[src/rtl/hazard_ctrl_if.sv]
// hazard_ctrl_if: hazard inputs and pipeline-control outputs shared between the
// pipeline datapath (master) and the stall/flush scheduler (slave).
interface hazard_ctrl_if #(parameter int CNT_W = 32);
  logic             ihit;
  logic             dhit;
  logic             dmem_req;
  logic             halt_wb;
  logic             idex_memread;
  logic [4:0]       idex_rd;
  logic [4:0]       ifid_rs;
  logic [4:0]       ifid_rt;
  logic             ifid_rt_used;
  logic             branch_taken_ex;
  logic             jump_id;
  logic [1:0]       pipe_stall;
  logic             ifid_FLUSH;
  logic             idex_FLUSH;
  logic             pc_wen;
  logic             halted;
  logic             mem_timeout;
  logic [CNT_W-1:0] stall_cycles;
  logic [CNT_W-1:0] flush_count;
  modport master (
    output ihit, dhit, dmem_req, halt_wb, idex_memread, idex_rd, ifid_rs, ifid_rt,
           ifid_rt_used, branch_taken_ex, jump_id,
    input  pipe_stall, ifid_FLUSH, idex_FLUSH, pc_wen, halted, mem_timeout,
           stall_cycles, flush_count
  );
  modport slave (
    input  ihit, dhit, dmem_req, halt_wb, idex_memread, idex_rd, ifid_rs, ifid_rt,
           ifid_rt_used, branch_taken_ex, jump_id,
    output pipe_stall, ifid_FLUSH, idex_FLUSH, pc_wen, halted, mem_timeout,
           stall_cycles, flush_count
  );
endinterface

[src/rtl/hazard_ctrl.sv]
// hazard_ctrl: prioritised stall/flush scheduler for the 5-stage pipeline with
// a data-wait watchdog and saturating stall/flush performance counters.
module hazard_ctrl #(
  parameter int TIMEOUT = 1024,
  parameter int CNT_W   = 32
) (
  input logic         CLK,
  input logic         nRST,
  hazard_ctrl_if.slave hif
);
  typedef enum logic [1:0] {RUN, DWAIT, HALT} state_t;
  localparam logic [1:0] NO_STALL   = 2'd0;
  localparam logic [1:0] IFID_STALL = 2'd1;
  localparam logic [1:0] IDEX_STALL = 2'd2;
  localparam logic [1:0] FULL_STALL = 2'd3;
  localparam int WW = $clog2(TIMEOUT + 1);
  state_t           state, nxt;
  logic [WW-1:0]    wait_cnt;
  logic [1:0]       stall;
  logic             if_fl, id_fl, pcw, redirect, load_use;
  logic             halted_q, timeout_q;
  logic [CNT_W-1:0] stall_q, flush_q;
  always_comb begin
    load_use = hif.idex_memread && hif.idex_rd != '0 &&
               (hif.idex_rd == hif.ifid_rs || (hif.ifid_rt_used && hif.idex_rd == hif.ifid_rt));
    nxt      = state;
    stall    = NO_STALL;
    if_fl    = 1'b0;
    id_fl    = 1'b0;
    pcw      = 1'b0;
    redirect = 1'b0;
    if (!nRST || state == HALT) stall = FULL_STALL;
    else if (hif.halt_wb) begin
      stall = FULL_STALL;
      nxt   = HALT;
    end else if ((state == DWAIT || hif.dmem_req) && !hif.dhit) begin
      stall = FULL_STALL;
      nxt   = DWAIT;
    end else begin
      nxt = RUN;
      if (hif.branch_taken_ex) begin
        if_fl    = 1'b1;
        id_fl    = 1'b1;
        pcw      = 1'b1;
        redirect = 1'b1;
      end else if (load_use) stall = IDEX_STALL;
      else if (hif.jump_id) begin
        // a jump redirects the PC even on a fetch miss; the stall bubbles IF/ID
        pcw   = 1'b1;
        if_fl = hif.ihit;
        stall = hif.ihit ? NO_STALL : IFID_STALL;
      end else if (!hif.ihit) stall = IFID_STALL;
      else pcw = 1'b1;
    end
  end
  always_ff @(posedge CLK or negedge nRST) begin
    if (!nRST) begin
      state     <= RUN;
      wait_cnt  <= '0;
      halted_q  <= 1'b0;
      timeout_q <= 1'b0;
      stall_q   <= '0;
      flush_q   <= '0;
    end else begin
      state    <= nxt;
      halted_q <= nxt == HALT;
      wait_cnt <= (state == DWAIT && nxt == DWAIT) ?
                  (wait_cnt == WW'(TIMEOUT - 1) ? wait_cnt : wait_cnt + WW'(1)) : '0;
      if (state == DWAIT && nxt == DWAIT && wait_cnt == WW'(TIMEOUT - 1)) timeout_q <= 1'b1;
      if (stall != NO_STALL && !(&stall_q)) stall_q <= stall_q + CNT_W'(1);
      if (redirect && !(&flush_q)) flush_q <= flush_q + CNT_W'(1);
    end
  end
  assign hif.pipe_stall   = stall;
  assign hif.ifid_FLUSH   = if_fl;
  assign hif.idex_FLUSH   = id_fl;
  assign hif.pc_wen       = pcw;
  assign hif.halted       = halted_q;
  assign hif.mem_timeout  = timeout_q;
  assign hif.stall_cycles = stall_q;
  assign hif.flush_count  = flush_q;
endmodule

[src/flat_wrapper.sv]
// flat-port wrapper written by rule: the top's interface ports become plain ports
module hazard_ctrl_flat 
#(
  parameter int TIMEOUT = 1024,
  parameter int CNT_W   = 32
)
  (CLK, nRST, hif_ihit, hif_dhit, hif_dmem_req, hif_halt_wb, hif_idex_memread, hif_idex_rd, hif_ifid_rs, hif_ifid_rt, hif_ifid_rt_used, hif_branch_taken_ex, hif_jump_id, hif_pipe_stall, hif_ifid_FLUSH, hif_idex_FLUSH, hif_pc_wen, hif_halted, hif_mem_timeout, hif_stall_cycles, hif_flush_count);
  hazard_ctrl_if #(.CNT_W(CNT_W)) hif_i ();
  input logic CLK;
  input logic nRST;
  input wire logic [$bits(hif_i.ihit)-1:0] hif_ihit;
  input wire logic [$bits(hif_i.dhit)-1:0] hif_dhit;
  input wire logic [$bits(hif_i.dmem_req)-1:0] hif_dmem_req;
  input wire logic [$bits(hif_i.halt_wb)-1:0] hif_halt_wb;
  input wire logic [$bits(hif_i.idex_memread)-1:0] hif_idex_memread;
  input wire logic [$bits(hif_i.idex_rd)-1:0] hif_idex_rd;
  input wire logic [$bits(hif_i.ifid_rs)-1:0] hif_ifid_rs;
  input wire logic [$bits(hif_i.ifid_rt)-1:0] hif_ifid_rt;
  input wire logic [$bits(hif_i.ifid_rt_used)-1:0] hif_ifid_rt_used;
  input wire logic [$bits(hif_i.branch_taken_ex)-1:0] hif_branch_taken_ex;
  input wire logic [$bits(hif_i.jump_id)-1:0] hif_jump_id;
  output wire logic [$bits(hif_i.pipe_stall)-1:0] hif_pipe_stall;
  output wire logic [$bits(hif_i.ifid_FLUSH)-1:0] hif_ifid_FLUSH;
  output wire logic [$bits(hif_i.idex_FLUSH)-1:0] hif_idex_FLUSH;
  output wire logic [$bits(hif_i.pc_wen)-1:0] hif_pc_wen;
  output wire logic [$bits(hif_i.halted)-1:0] hif_halted;
  output wire logic [$bits(hif_i.mem_timeout)-1:0] hif_mem_timeout;
  output wire logic [$bits(hif_i.stall_cycles)-1:0] hif_stall_cycles;
  output wire logic [$bits(hif_i.flush_count)-1:0] hif_flush_count;
  assign hif_i.ihit = hif_ihit;
  assign hif_i.dhit = hif_dhit;
  assign hif_i.dmem_req = hif_dmem_req;
  assign hif_i.halt_wb = hif_halt_wb;
  assign hif_i.idex_memread = hif_idex_memread;
  assign hif_i.idex_rd = hif_idex_rd;
  assign hif_i.ifid_rs = hif_ifid_rs;
  assign hif_i.ifid_rt = hif_ifid_rt;
  assign hif_i.ifid_rt_used = hif_ifid_rt_used;
  assign hif_i.branch_taken_ex = hif_branch_taken_ex;
  assign hif_i.jump_id = hif_jump_id;
  assign hif_pipe_stall = hif_i.pipe_stall;
  assign hif_ifid_FLUSH = hif_i.ifid_FLUSH;
  assign hif_idex_FLUSH = hif_i.idex_FLUSH;
  assign hif_pc_wen = hif_i.pc_wen;
  assign hif_halted = hif_i.halted;
  assign hif_mem_timeout = hif_i.mem_timeout;
  assign hif_stall_cycles = hif_i.stall_cycles;
  assign hif_flush_count = hif_i.flush_count;
  hazard_ctrl #(.TIMEOUT(TIMEOUT), .CNT_W(CNT_W)) u_core (.CLK(CLK), .nRST(nRST), .hif(hif_i));
endmodule
[config.mk]
export PLATFORM = sky130hd
export DESIGN_NAME = hazard_ctrl_flat
export DESIGN_NICKNAME = d
export VERILOG_FILES = /design/src/rtl/hazard_ctrl_if.sv /design/src/rtl/hazard_ctrl.sv /design/src/flat_wrapper.sv
export SDC_FILE = /design/constraint.sdc
export NUM_CORES = 1
export LEC_CHECK = 0
export CAP_MARGIN = 20
export CORE_MARGIN = 2
export CORE_UTILIZATION = 35
export CTS_CLUSTER_DIAMETER = 200
export DETAILED_ROUTE_END_ITERATION = 12
export MAX_ROUTING_LAYER = met4
export PLACE_DENSITY = 0.59
export SLEW_MARGIN = 15
export SYNTH_ARGS = -nofsm -noshare
export SYNTH_HDL_FRONTEND = slang
export SYNTH_SLANG_ARGS = --single-unit
[constraint.sdc]
create_clock -name CLK -period 4.25 [get_ports CLK]
set_input_delay 0.6375 -clock CLK [delete_from_list [all_inputs] [get_ports CLK]]
set_output_delay 0.6375 -clock CLK [all_outputs]
set_load 0.02 [all_outputs]
==> summary.txt, run 1 <==
Run status
  • Status: completed

Route
  • Routed WL per cell: ~15 microns
  • First drt pass iteration count: 6
  • Initial detailed-routing violation count: 152
  • Post-DRT Antenna Nets: 0
  • Vias post-DR: approximately 3200
  • DRT Wirelength: approximately 9500 microns
  • # DRC: 0
  • Vias per cell: 5.04

Global route
  • Antenna violations before repair: 0
  • Largest net degree at the start of global routing: 84
  • Total gr overflow: 0
  • Vias in the first global route: just over 3000
  • First-pass GRT wire length: 16000 microns
  • GRT Total Usage: 16.4%

Logic synthesis
  • Most frequent cell after synthesis: dfrtp_1
  • Post-synth net total: 412
  • Cell variety after synth: 48
  • Mean Syn Cell Area: 10.4 sq um
  • Post-synth top area cell: dfrtp_1
  • Seq/Total Area, Yosys: 49.7%
  • #FFs+latches synth: 79
  • Synth top cells by count: dfrtp_1 (79), xnor2_1 (51), nor2_1 (35), nand2_1 (32), nand3_1 (30)
  • Asr flop ratio synth: between 90% and 100%
  • Top FF cell, synth: dfrtp_1
  • EDFF count, synth: 0
  • Synth top area cells: dfrtp_1 (50%), xnor2_1 (11%), xor2_1 (5.9%)
  • Cells after synthesis: approximately 380
  • Yosys top cell area share: between 40% and 50%
  • Synth Cell Area: around 4000 sq um
  • Yosys warning count: 0

Floorplan
  • Core area: 11000 sq um
  • Die Y: 111 microns
  • Die area: 12200 sq um
  • IO Count: 96
  • Initial Util: 36.2%
  • Die X: between 100 and 150 microns
  • Std-Cell Rows: 38

STA
  • RSZ-0062 raised after global routing: false
  • Highest clock rate: 271 MHz
  • Layout Skew: 0.00433 ns
  • Final count of hold timing violations: 0
  • Pins Over Slew Limit: 0
  • Slew headroom: 61.8%
  • Worst Tran Pin Value: 0.567 ns
  • Setup WS post-layout: about 0.56 ns
  • Part of the cycle the worst path needs: 86.8%
  • WHS: between 0.3 and 0.4 ns
  • Final setup vio count: 0
  • Minimum clock period: 3.69 ns
  • Setup_tns: 0 ns

Place
  • I/O Buffers: 95
  • Hpwl dp: 6730 microns
  • Placed inst area: between 5000 and 6000 sq um
  • Pre-CTS worst setup slack: between 0.5 and 0.6 ns
  • Gpl congestion: a little over 0.8

Setup path
  • Crit Path Class: primary input to output pin
  • CP arrival: 3.05 ns
  • WP data required: 3.61 ns
  • CP max stage delay: 0.59 ns
  • Flop2flop setup slack: 1.95 ns
  • Critical path buffers and inverters: 2
  • Setup crit end kind: output pin
  • Slowest library cell on the worst path: clkdlybuf4s50_1
  • Crit start category: primary input
  • CP Max Fanout: 3
  • CP delay by family, top: buffers and inverters
  • Worst path cell trace: clkdlybuf4s50_1 > xor2_1 > nor4_1 > a32oi_1 > o31ai_1 > nor2_1 > clkdlybuf4s50_1
  • Most used cell, CP: clkdlybuf4s50_1

Clocking
  • Root Driver: clkbuf_16
  • Clock transition at path regs: 0.06 ns
  • Sink Count: 79
  • Clock latency on the worst-skew pair: between 0.3 and 0.4 ns
  • Post-CTS Hold Buffers: 0
  • Setup Fix Bufs, Post-CTS: 0
  • H-tree lvl count: 3
  • CTS tree: yes
  • CTS resizes: 0
  • CTS Buf Count: 9
  • Clock buffer depth: 2

Layout
  • Register area: 1980 sq um
  • Share of layout cells above drive strength 1: 6.31%
  • Antenna diode count: 0
  • Final Util: 49.6%
  • Area of the multi-input gates: ~2000 sq um
  • Post-route cell area: 5440 sq um
  • Layout net count: 515
  • Area growth syn-to-layout: 36.7%
  • Layout fillers: 1017

Job
  • # Max-Cap Violations: 0

Power
  • Leak pwr: 2.30 nW
  • Max VDD drop: 0.302 mV
  • PD cells: 363 nW/um^2

Worst hold path
  • Hold Crit Class: primary input to asynchronous set/reset pin
[sequential cells by signal (all words and copies together) (netlist names)]
register	cells
u_core.wait_cnt	11
u_core.hif.flush_count	32
u_core.hif.mem_timeout	1
u_core.hif.halted	1
u_core.state	2
u_core.hif.stall_cycles	32
[cells in the final DEF, fill, tap and decap left out, drive strengths merged, types with 18 or more instances in the layout]
cell type / n
and3: 18
clkdlybuf4s50: 94
dfrtp: 79
nand2: 33
nand3: 31
nand4: 29
nor2: 35
xnor2: 51
xor2: 27
[routing by layer]
| layer | global-route usage (%) | vias to the layer above | routed length [microns] |
|---|---|---|---|
| li1 | - | 1557 | - |
| met1 | 22.5 | 1530 | 4570 |
| met2 | 23.1 | 82 | 4270 |
| met4 | 5.67 | 0 | 127 |
| met5 | - | - | 0 |
| met3 | 4.65 | 9 | 497 |
[final cells by class]
cell class / instances / area share [%]
inverter: 6 / 0.414
tap: 140 / 3.22
sequential: 79 / 36.3
clock inverter: 4 / 1.29
multi-input combinational: 292 / 36.0
timing repair buffer: 99 / 18.3
clock buffer: 11 / 4.46
[power breakdown]
part	total, W	leakage (nW)	internal [W]	switching (W)
clock network	0.000819	0.155	0.000525	0.000294
registers	0.000855	1.08	0.000797	0.0000580
logic	0.000300	1.06	0.000160	0.000140
total	0.00197	2.30	0.00148	0.000492
[cells by family after synthesis]
logic type,Yosys count,share of synthesized area [%]
flip-flops,79,49.7
XOR/XNOR,78,17.2
multiplexers,6,1.82
AND/OR/NAND/NOR,187,25.6
buffers and inverters,13,1.41
adder cells (fa/ha/maj),3,0.943
AO/OA/AOI/OAI,18,3.39
[metrics by stage]
stage                     power [W]  cells
after global routing        0.00207    631
after detailed placement    0.00117    615
after CTS                   0.00200    630
after global placement      0.00117    615
final                       0.00197    631
after floorplan             0.00101    384
[path summary, 6_finish.rpt]
check	start	endpoint	cells past startpoint
max in group asynchronous	nRST	u_core.wait_cnt[8]$_DFFE_PN0N_	3
min in group CLK	u_core.hif.flush_count[22]$_DFFE_PN0P_	u_core.hif.flush_count[22]$_DFFE_PN0P_	1
min reg2reg	u_core.hif.flush_count[22]$_DFFE_PN0P_	u_core.hif.flush_count[22]$_DFFE_PN0P_	1
max	hif_idex_rd[4]	hif_ifid_FLUSH	7
max reg2reg	u_core.hif.stall_cycles[0]$_DFFE_PN0P_	u_core.hif.stall_cycles[22]$_DFFE_PN0P_	7
min	nRST	u_core.wait_cnt[6]$_DFFE_PN0N_	2
Power figures use the tool's default switching activity.
==> run 2, diff against run 1 <==
- DONT_BUFFER_PORTS: default -> 1
- PLACE_DENSITY: 0.59 -> 0.48
==> summary.txt, run 2 (synthesis gave the netlist of run 1 again) <==
Clocking
  • CTS resizes: 0 (unchanged)
  • Root Driver: clkbuf_16
  • H-tree lvl count: 3 (unchanged)
  • Clock latency on the worst-skew pair: 0.34 ns (about the same)
  • CTS tree: yes
  • CTS Buf Count: 9 (unchanged)
  • Sink Count: 79 (unchanged)
  • Clock buffer depth: 2 (unchanged)
  • Clock transition at path regs: 0.06 ns (about the same)
  • Setup Fix Bufs, Post-CTS: 0 (unchanged)

Floorplan
  • Die area: 12200 sq um (unchanged)
  • Die X: 111 microns (unchanged)
  • IO Count: 96 (unchanged)
  • Core area: 11000 sq um (unchanged)
  • Initial Util: 36.2% (unchanged)
  • Std-Cell Rows: 38 (unchanged)
  • Die Y: 111 microns (unchanged)

STA
  • Minimum clock period: 2.83 ns (-0.864 ns)
  • RSZ-0062 raised after global routing: false
  • Slew headroom: 32.5% (-29 points)
  • Pins Over Slew Limit: 0 (unchanged)
  • Final setup vio count: 0 (unchanged)
  • Setup WS post-layout: 1.42 ns (+0.864 ns)
  • Worst Tran Pin Value: 1.01 ns (+0.441 ns)
  • Layout Skew: 0.00629 ns (+0.00196 ns)
  • Final count of hold timing violations: 0 (unchanged)
  • Highest clock rate: 354 MHz (+31%)
  • Setup_tns: 0 ns (unchanged)
  • Part of the cycle the worst path needs: 66.5% (-20 points)

Route
  • Post-DRT Antenna Nets: 0 (unchanged)
  • Vias post-DR: 2815 (-11%)
  • First drt pass iteration count: 4 (-2)
  • Routed WL per cell: 16.7 microns (+11%)
  • Initial detailed-routing violation count: 112 (-26%)
  • # DRC: 0 (unchanged)
  • DRT Wirelength: 8940 microns (-5.5%)
  • Vias per cell: 5.26 (+4.5%)

Global route
  • Antenna violations before repair: 0 (unchanged)
  • Total gr overflow: 0 (unchanged)
  • Vias in the first global route: 2920 (-6.2%)
  • GRT Total Usage: 15.7% (-0.61 points)
  • Largest net degree at the start of global routing: 80 (-4.8%)
  • First-pass GRT wire length: 15100 microns (-5.1%)

Power
  • PD cells: 425 nW/um^2 (+17%)
  • Tot Pwr: 0.00192 W (-2.7%)
  • Max VDD drop: 0.278 mV (-8.1%)
  • Leak pwr: 1.96 nW (-15%)

Place
  • Hpwl dp: 6220 microns (-7.6%)
  • Pre-CTS worst setup slack: 1.41 ns (+0.862 ns)
  • I/O Buffers: 0 (-100%)
  • Gpl congestion: 0.810 (-0.74%)

Job
  • # Max-Cap Violations: 0 (unchanged)

Layout
  • Final Util: 41.1% (-8.4 points)
  • Layout net count: 420 (-18%)
  • Antenna diode count: 0 (unchanged)
  • Layout fillers: 1069 (+5.1%)
  • Most frequent cells in the layout: dfrtp_1 (79), xnor2_1 (51), nor2_1 (35)
  • Most common cell after layout, fill and taps aside: dfrtp_1
  • Share of layout cells above drive strength 1: 7.59% (+1.3 points)
  • Area growth syn-to-layout: 13.5%

Setup path
  • CP arrival: 2.19 ns (-0.86 ns)
  • Crit start category: primary input
  • Crit Path Class: primary input to output pin
  • R2r endpoint: u_core.hif.stall_cycles[16]$_DFFE_PN0P_
  • R2r startpoint: u_core.hif.stall_cycles[0]$_DFFE_PN0P_
  • CP Max Fanout: 3 (unchanged)
  • WP data required: 3.61 ns (about the same)
  • Setup crit end kind: output pin
  • Flop2flop setup slack: 1.76 ns (-0.19 ns)
  • Reg2Reg Depth: 7 (unchanged)
  • Critical path launch point: hif_idex_rd[0]

Run status
  • Status: completed

Worst hold path
  • Hold Crit Class: primary input to asynchronous set/reset pin
-- run 2: how the worst max path moves through the flow --
stage | end | depth (start not counted)
floorplan | hif_ifid_FLUSH | 5
global placement | hif_pipe_stall[0] | 4
detailed placement | hif_pipe_stall[0] | 4
CTS | hif_pipe_stall[0] | 4
global route | hif_ifid_FLUSH | 6
finish | hif_pipe_stall[0] | 4
-- run 2: repair_timing --
item                       in CTS  in global routing
setup endpoints to repair       0                  0
hold endpoints to repair       79                  0
hold buffers                    1                  0
-- run 2: layer usage --
metal	track usage [%]	up-vias	share of wire, %
met5	-	-	0
met4	5.00	0	1.5
met3	7.00	9	7.1
met2	24.3	68	47
met1	18.5	1369	44
li1	-	1369	-
-- run 2: final cells by class --
cell class	count	area (sq um)	area share (%)
sequential	79	1980	43.8
clock inverter	4	95.1	2.11
multi-input combinational	292	1960	43.4
clock buffer	10	239	5.29
timing repair buffer	4	50.0	1.11
inverter	6	22.5	0.499
tap	140	175	3.88
-- run 2: power breakdown --
group	internal, W	switching, W
clock network	0.000582	0.000296
logic	0.0000709	0.0000580
registers	0.000796	0.000117
total	0.00145	0.000472
-- run 2: critical path, cell delays in order --
cell     delay, ns
or4_1         0.52
o21ai_1       0.32
nor2_1        0.11
o21ai_0       0.59
-- run 2: per-stage QoR --
step	instances	hold slack, ns	instance area [sq um]
after global placement	520	0.345	4160
after global routing	535	0.212	4520
after detailed placement	520	0.345	4160
after CTS	535	0.219	4520
final	535	0.186	4520
after floorplan	384	0.342	3980
